[src/rtl/servo_motion_sequencer_pkg.sv]
// Shared types and helpers for the servo motion sequencer: angle type, sequencer
// state encoding, target clamping and the per-frame slew arithmetic.
package servo_pkg;

  localparam int N_SERVO   = 4;
  localparam int ANGLE_W   = 8;
  localparam int MAX_ANGLE = 180;

  typedef logic [ANGLE_W-1:0] angle_t;

  typedef enum logic [2:0] {
    S_IDLE  = 3'd0,
    S_STEP0 = 3'd1,
    S_STEP1 = 3'd2,
    S_STEP2 = 3'd3,
    S_STEP3 = 3'd4,
    S_LOAD  = 3'd5
  } seq_state_t;

  function automatic angle_t clamp_angle(input angle_t a);
    return (a > angle_t'(MAX_ANGLE)) ? angle_t'(MAX_ANGLE) : a;
  endfunction

  // Moves cur toward tgt by at most step; the step is capped by the remaining
  // distance so the result lands on the target rather than crossing it.
  function automatic angle_t slew_step(input angle_t cur, input angle_t tgt,
                                       input logic [8:0] step);
    logic [8:0] c9;
    logic [8:0] t9;
    logic [8:0] d9;
    logic [8:0] r9;
    c9 = {1'b0, cur};
    t9 = {1'b0, tgt};
    d9 = '0;
    r9 = c9;
    if (c9 < t9) begin
      d9 = t9 - c9;
      r9 = c9 + ((d9 < step) ? d9 : step);
    end else if (c9 > t9) begin
      d9 = c9 - t9;
      r9 = c9 - ((d9 < step) ? d9 : step);
    end
    return angle_t'(r9);
  endfunction

endpackage

[src/rtl/servo_motion_sequencer_if.sv]
// Command port of the motion sequencer. Handshake: a command transfers on every
// rising clk edge where cmd_valid and cmd_ready are both 1; data is held with valid.
interface servo_motion_sequencer_if;
  import servo_pkg::*;

  logic       cmd_valid;
  logic       cmd_ready;
  logic [1:0] cmd_servo;
  angle_t     cmd_angle;

  modport master (output cmd_valid, output cmd_servo, output cmd_angle, input cmd_ready);
  modport slave  (input cmd_valid, input cmd_servo, input cmd_angle, output cmd_ready);
endinterface

[src/rtl/servo_motion_sequencer_timer.sv]
// Free-running frame counter 0..FRAME_CYCLES-1; tick marks the last cycle of a frame.
// Also usable as the period timer of the PWM stage.
module servo_frame_timer #(
  parameter int FRAME_CYCLES = 1_000_000
) (
  input  logic clk,
  input  logic rst_n,
  output logic tick
);
  localparam int CNT_W = $clog2(FRAME_CYCLES);

  logic [CNT_W-1:0] r_cnt;
  logic             w_last;

  assign w_last = (r_cnt == CNT_W'(FRAME_CYCLES - 1));
  assign tick   = w_last;

  always_ff @(posedge clk or negedge rst_n) begin
    if (!rst_n) begin
      r_cnt <= '0;
    end else if (w_last) begin
      r_cnt <= '0;
    end else begin
      r_cnt <= r_cnt + 1'b1;
    end
  end
endmodule

[src/rtl/servo_motion_sequencer.sv]
// Rate-limited motion controller: once per enabled frame, slews each servo's current
// angle toward its target by at most STEP_DEG and strobes the results to the PWM stage.
module servo_motion_sequencer
  import servo_pkg::*;
#(
  parameter int FRAME_CYCLES = 1_000_000,
  parameter int STEP_DEG     = 1,
  parameter int HOME_ANGLE   = 90
) (
  input  logic                      clk,
  input  logic                      rst_n,
  input  logic                      enable,
  servo_motion_sequencer_if.slave   cmd,
  output logic                      nextangle,
  output angle_t                    angle1,
  output angle_t                    angle2,
  output angle_t                    angle3,
  output angle_t                    angle4,
  output logic                      busy,
  output seq_state_t                o_dbg_state
);
  localparam angle_t     HOME  = angle_t'(HOME_ANGLE);
  localparam logic [8:0] STEP9 = 9'(STEP_DEG);

  logic       w_tick;
  logic       w_accept;
  logic [1:0] w_idx;
  angle_t     w_stepped;
  logic       w_busy;

  seq_state_t r_state;
  logic       r_cmd_ready;
  logic       r_nextangle;
  angle_t     r_tgt   [N_SERVO];
  angle_t     r_cur   [N_SERVO];
  angle_t     r_angle [N_SERVO];

  servo_frame_timer #(.FRAME_CYCLES(FRAME_CYCLES)) u_timer (
    .clk   (clk),
    .rst_n (rst_n),
    .tick  (w_tick)
  );

  assign w_accept = cmd.cmd_valid & r_cmd_ready;

  // The step state selects which servo is being slewed this cycle.
  always_comb begin
    w_idx = 2'd0;
    case (r_state)
      S_STEP1: w_idx = 2'd1;
      S_STEP2: w_idx = 2'd2;
      S_STEP3: w_idx = 2'd3;
      default: w_idx = 2'd0;
    endcase
    w_stepped = slew_step(r_cur[w_idx], r_tgt[w_idx], STEP9);
  end

  always_comb begin
    w_busy = 1'b0;
    for (int i = 0; i < N_SERVO; i++) begin
      if (r_cur[i] != r_tgt[i]) w_busy = 1'b1;
    end
  end

  always_ff @(posedge clk or negedge rst_n) begin
    if (!rst_n) begin
      r_state     <= S_IDLE;
      r_cmd_ready <= 1'b1;
      r_nextangle <= 1'b0;
      for (int i = 0; i < N_SERVO; i++) begin
        r_tgt[i]   <= HOME;
        r_cur[i]   <= HOME;
        r_angle[i] <= HOME;
      end
    end else begin
      // Commands are only accepted in IDLE/LOAD, so they never race a step.
      if (w_accept) r_tgt[cmd.cmd_servo] <= clamp_angle(cmd.cmd_angle);
      case (r_state)
        S_IDLE: begin
          r_nextangle <= 1'b0;
          if (w_tick && enable) begin
            r_state     <= S_STEP0;
            r_cmd_ready <= 1'b0;
          end
        end
        S_STEP0: begin
          r_cur[0] <= w_stepped;
          r_state  <= S_STEP1;
        end
        S_STEP1: begin
          r_cur[1] <= w_stepped;
          r_state  <= S_STEP2;
        end
        S_STEP2: begin
          r_cur[2] <= w_stepped;
          r_state  <= S_STEP3;
        end
        S_STEP3: begin
          // Servo 3's fresh value bypasses r_cur so LOAD presents all four at once.
          r_cur[3]    <= w_stepped;
          r_angle[0]  <= r_cur[0];
          r_angle[1]  <= r_cur[1];
          r_angle[2]  <= r_cur[2];
          r_angle[3]  <= w_stepped;
          r_nextangle <= 1'b1;
          r_cmd_ready <= 1'b1;
          r_state     <= S_LOAD;
        end
        S_LOAD: begin
          r_nextangle <= 1'b0;
          r_state     <= S_IDLE;
        end
        default: begin
          r_nextangle <= 1'b0;
          r_cmd_ready <= 1'b1;
          r_state     <= S_IDLE;
        end
      endcase
    end
  end

  assign cmd.cmd_ready = r_cmd_ready;
  assign nextangle     = r_nextangle;
  assign angle1        = r_angle[0];
  assign angle2        = r_angle[1];
  assign angle3        = r_angle[2];
  assign angle4        = r_angle[3];
  assign busy          = w_busy;
  assign o_dbg_state   = r_state;
endmodule

[src/flat_wrapper.sv]
// flat-port wrapper written by rule: the top's interface ports become plain ports
module servo_motion_sequencer_flat import servo_pkg::*;
#(
  parameter int FRAME_CYCLES = 1_000_000,
  parameter int STEP_DEG     = 1,
  parameter int HOME_ANGLE   = 90
)
  (clk, rst_n, enable, nextangle, angle1, angle2, angle3, angle4, busy, o_dbg_state, cmd_cmd_valid, cmd_cmd_servo, cmd_cmd_angle, cmd_cmd_ready);
  servo_motion_sequencer_if cmd_i ();
  input  logic clk;
  input  logic rst_n;
  input  logic enable;
  output logic nextangle;
  output angle_t angle1;
  output angle_t angle2;
  output angle_t angle3;
  output angle_t angle4;
  output logic busy;
  output seq_state_t o_dbg_state;
  input wire logic [$bits(cmd_i.cmd_valid)-1:0] cmd_cmd_valid;
  input wire logic [$bits(cmd_i.cmd_servo)-1:0] cmd_cmd_servo;
  input wire logic [$bits(cmd_i.cmd_angle)-1:0] cmd_cmd_angle;
  output wire logic [$bits(cmd_i.cmd_ready)-1:0] cmd_cmd_ready;
  assign cmd_i.cmd_valid = cmd_cmd_valid;
  assign cmd_i.cmd_servo = cmd_cmd_servo;
  assign cmd_i.cmd_angle = cmd_cmd_angle;
  assign cmd_cmd_ready = cmd_i.cmd_ready;
  servo_motion_sequencer #(.FRAME_CYCLES(FRAME_CYCLES), .STEP_DEG(STEP_DEG), .HOME_ANGLE(HOME_ANGLE)) u_core (.clk(clk), .rst_n(rst_n), .enable(enable), .cmd(cmd_i), .nextangle(nextangle), .angle1(angle1), .angle2(angle2), .angle3(angle3), .angle4(angle4), .busy(busy), .o_dbg_state(o_dbg_state));
endmodule
[config.mk]
export PLATFORM = sky130hd
export DESIGN_NAME = servo_motion_sequencer_flat
export DESIGN_NICKNAME = d
export VERILOG_FILES = /design/src/rtl/servo_motion_sequencer_pkg.sv /design/src/rtl/servo_motion_sequencer_if.sv /design/src/rtl/servo_motion_sequencer_timer.sv /design/src/rtl/servo_motion_sequencer.sv /design/src/flat_wrapper.sv
export SDC_FILE = /design/constraint.sdc
export NUM_CORES = 1
export LEC_CHECK = 0
export ABC_CLOCK_PERIOD_IN_PS = 8400
export CAP_MARGIN = 20
export CORE_UTILIZATION = 40
export CTS_BUF_LIST = sky130_fd_sc_hd__clkbuf_16
export DETAILED_ROUTE_END_ITERATION = 10
export GPL_ROUTABILITY_DRIVEN = 0
export PLACE_DENSITY = 0.6
export SLEW_MARGIN = 20
export SYNTH_ARGS = -nofsm -noshare
export SYNTH_HDL_FRONTEND = slang
export SYNTH_SLANG_ARGS = --single-unit
[constraint.sdc]
create_clock -name clk -period 8.4 [get_ports clk]
set_input_delay 0.84 -clock clk [delete_from_list [all_inputs] [get_ports clk]]
set_output_delay 0.84 -clock clk [all_outputs]
set_load 0.005 [all_outputs]
==> impl_metrics.toml <==
[run_status]
status = "finished clean"

[clock_tree]
cts.path.max_buffers = 2
cts_setup_buffers = 0
clock_latency_ns = 0.42
path_clk_slew_ns = 0.06
cts_tree = "built"
ctsResizeCount = 0
cts_sinks = 113
cts.htree.levels = 4
cts_root_buffer = "clkbuf_16"
cts_made_buffers = 17
hold_buffers = 0

[floorplanning]
die_h_um = 137
die-width_um = 137
rows = 49
io_pins = 52
start_util_pct = 40.8
core-area_sq_mm = 0.0180
dieArea_sq_mm = 0.0189

[setup_path]
cp-end-kind = "flop"
startpoint_type = "flop"
path_class = "flop to flop"
cp_common_cell = "a21oi_1"
worst-path-buf-inv = 1
crit_slowest_cell = "nor2b_1"
crit_required_ns = 8.73
crit_path_max_incr_delay_ns = 0.73
crit_family = "simple AND/OR/NAND/NOR gates"
critPathMaxFanout = 21
critPathArrivalTime_ns = 7.38

[synthesis]
ys_seq_elements = 113
synth_enable_flop_cells = 0
syn_area_sq_mm = 0.00733
synth_ff_type = "dfrtp_1"
syn_avg_cell_area_sq_um = 8.53
seq_area_frac_synth_pct = 39.3
syn_inst = 860
ys_warn_count = 0
ys_types = 75
async_flop_share_pct = 100

[pwr]
internal-power_mw = 1.03
power.switching_mw = 0.295
irDropWorstVdd_mv = 0.134
pwr-share-seq_pct = 41.3
combPwrFrac_pct = 4.0
total_power_mw = 1.32
leakage_nw = 3.77
switching_share_pct = 22.3
p_per_area_mw_per_mm2 = 154
pwr-share-clk_pct = 54.7

[grt]
gr-usage-all-layers_pct = 23.7
overflow = 0
grt_pass1_wl_mm = 33.4
grt_max_degree = 80
first_global_vias = 5992
antenna_found_initial = 0

[sta]
finalSetupViolations = 0
maxSlewViolCount = 0
relSlewSlack_pct = 30.0
period_needed_ns = 7.05
final.setup_skew_ns = 0.0156
fin_ws_ns = 1.35
hold_viol = 0
rsz0062_at_grt = "no"
timing.setup.tns_ns = 0
worst_pin_slew_ns = 1.05
max_freq_ghz = 0.142
fin_crit_sh_pct = 84.0
hold_ws_ns = 0.373

[placement]
pre_cts_slack_ns = 1.47
placed_area_sq_mm = 0.00800
io_buffers = 51
dp_hpwl_mm = 16.0
dp.cells = 1111

[run]
maxCapViolCount = 0

[cells_and_area]
post-route-util_pct = 47.9
area_delta_synth_final_pct = 17.3
final_cells = 1143
stdcell_area_sq_mm = 0.00860
n_antenna_cell = 0
nets = 943
drive_above_1_share_pct = 12.4

[route]
dr.pass1.iters = 7
drcViolationCount = 0
via_count = 6484
drt_wl_total_mm = 21.2
wire_per_inst_um = 18.6
drt.antenna.violating_nets = 0
drt_iter0_drc = 683
avgViaCountPerCell = 5.67

[worst_hold_path]
holdCritPathClass = "input pin to async pin"
## state kept, by name (all words and copies together), names as in the netlist
| register | count |
|---|---|
| u_core.r_cur | 32 |
| u_core.r_tgt | 32 |
| u_core.u_timer.r_cnt | 20 |
| u_core.angle1 | 8 |
| u_core.angle2 | 8 |
| u_core.angle3 | 8 |
| u_core.o_dbg_state | 3 |
| u_core.cmd.cmd_ready | 1 |
| u_core.nextangle | 1 |
## final cells by class
cell class,count,area [sq um]
Fill cell,1713,9360
Clock buffer,17,425
Multi-Input combinational cell,685,4180
Timing Repair Buffer,58,564
Inverter,26,97.6
Tap cell,229,287
Clock inverter,15,169
Sequential cell,113,2880
## power groups by stage
| stage | Combinational (mW) | Clock (mW) | Sequential, mW |
|---|---|---|---|
| after floorplan | 0.0248 | 0 | 0.555 |
| after global placement | 0.0529 | 0 | 0.555 |
| after detailed placement | 0.0528 | 0 | 0.555 |
| after CTS | 0.0529 | 0.734 | 0.546 |
| after global routing | 0.0596 | 0.760 | 0.546 |
| final | 0.0528 | 0.724 | 0.546 |
## routing by layer
metal | track usage, % | vias to the layer above | part of all wire (%)
met5 | 0 | - | 0
met4 | 10.6 | 0 | 3.4
met3 | 4.45 | 43 | 6.0
met2 | 34.7 | 268 | 43
met1 | 33.6 | 3065 | 47
li1 | - | 3108 | -
## cell usage in the layout (no fill, tap or decap), drive strengths merged, types with 5 or more instances in the layout
cell type / n
nand2: 179
o21ai: 75
dfrtp: 68
nor2: 51
clkdlybuf4s50: 50
dfstp: 45
xnor2: 34
a21oi: 30
nand3: 29
inv: 28
ha: 26
xor2: 20
nor3: 19
clkbuf: 17
nand2b: 15
a21o: 13
nand4: 13
a31oi: 12
conb: 12
a211oi: 12
mux2i: 10
mux2: 9
and2: 9
nor4: 8
nor2b: 8
a31o: 8
buf: 8
o211ai: 6
or3: 6
and3: 6
clkinv: 6
o22ai: 5
o221ai: 5
## synth_stat cells, types with 7 or more instances
library cell,count,area share (%)
buf_4,10,1.0
a21o_1,13,1.3
nor2_1,51,2.6
xnor2_1,34,4.1
nand2b_1,15,1.3
dfrtp_1,68,23
clkbuf_1,29,1.5
and2_1,7,0.60
a211oi_1,10,1.0
inv_1,26,1.3
a21oi_1,30,2.0
nor4_1,8,0.68
nand3_1,28,1.9
mux2_2,9,1.4
nor2b_1,8,0.68
a31o_2,7,0.84
nand2_1,179,9.2
o21ai_0,69,4.7
ha_1,26,4.4
nor3_1,18,1.2
mux2i_1,10,1.4
nand4_1,13,1.1
dfstp_2,45,16
xor2_1,20,2.4
a31oi_1,12,1.0
## worst paths after layout
kind,start,end,slack (ns),cells after the start
setup / recovery,u_core.o_dbg_state[1]$_DFFE_PN0P_,u_core.r_cur[30]$_DFFE_PN1P_,1.35,25
hold / removal,rst_n,u_core.angle1[5]$_DFFE_PN0P_,0.37,1
setup reg to reg,u_core.o_dbg_state[1]$_DFFE_PN0P_,u_core.r_cur[30]$_DFFE_PN1P_,1.35,25
hold reg to reg,u_core.angle3[4]$_DFFE_PN1P_,u_core.angle3[4]$_DFFE_PN1P_,0.46,2
max in group asynchronous,rst_n,u_core.r_tgt[10]$_DFFE_PN0P_,6.98,2
min in group clk,u_core.angle3[4]$_DFFE_PN1P_,u_core.angle3[4]$_DFFE_PN1P_,0.46,2
## cell families after synthesis
logic type | after synthesis | synth area share [%]
AO/OA/AOI/OAI | 212 | 19.4
XOR/XNOR | 54 | 6.45
adder cells (fa/ha/maj) | 28 | 4.98
buffers and inverters | 72 | 4.38
flip-flops | 113 | 39.3
multiplexers | 19 | 2.75
other | 2 | 0.102
AND/OR/NAND/NOR | 360 | 22.6
Note: power is estimated with default switching activity, not from simulation.
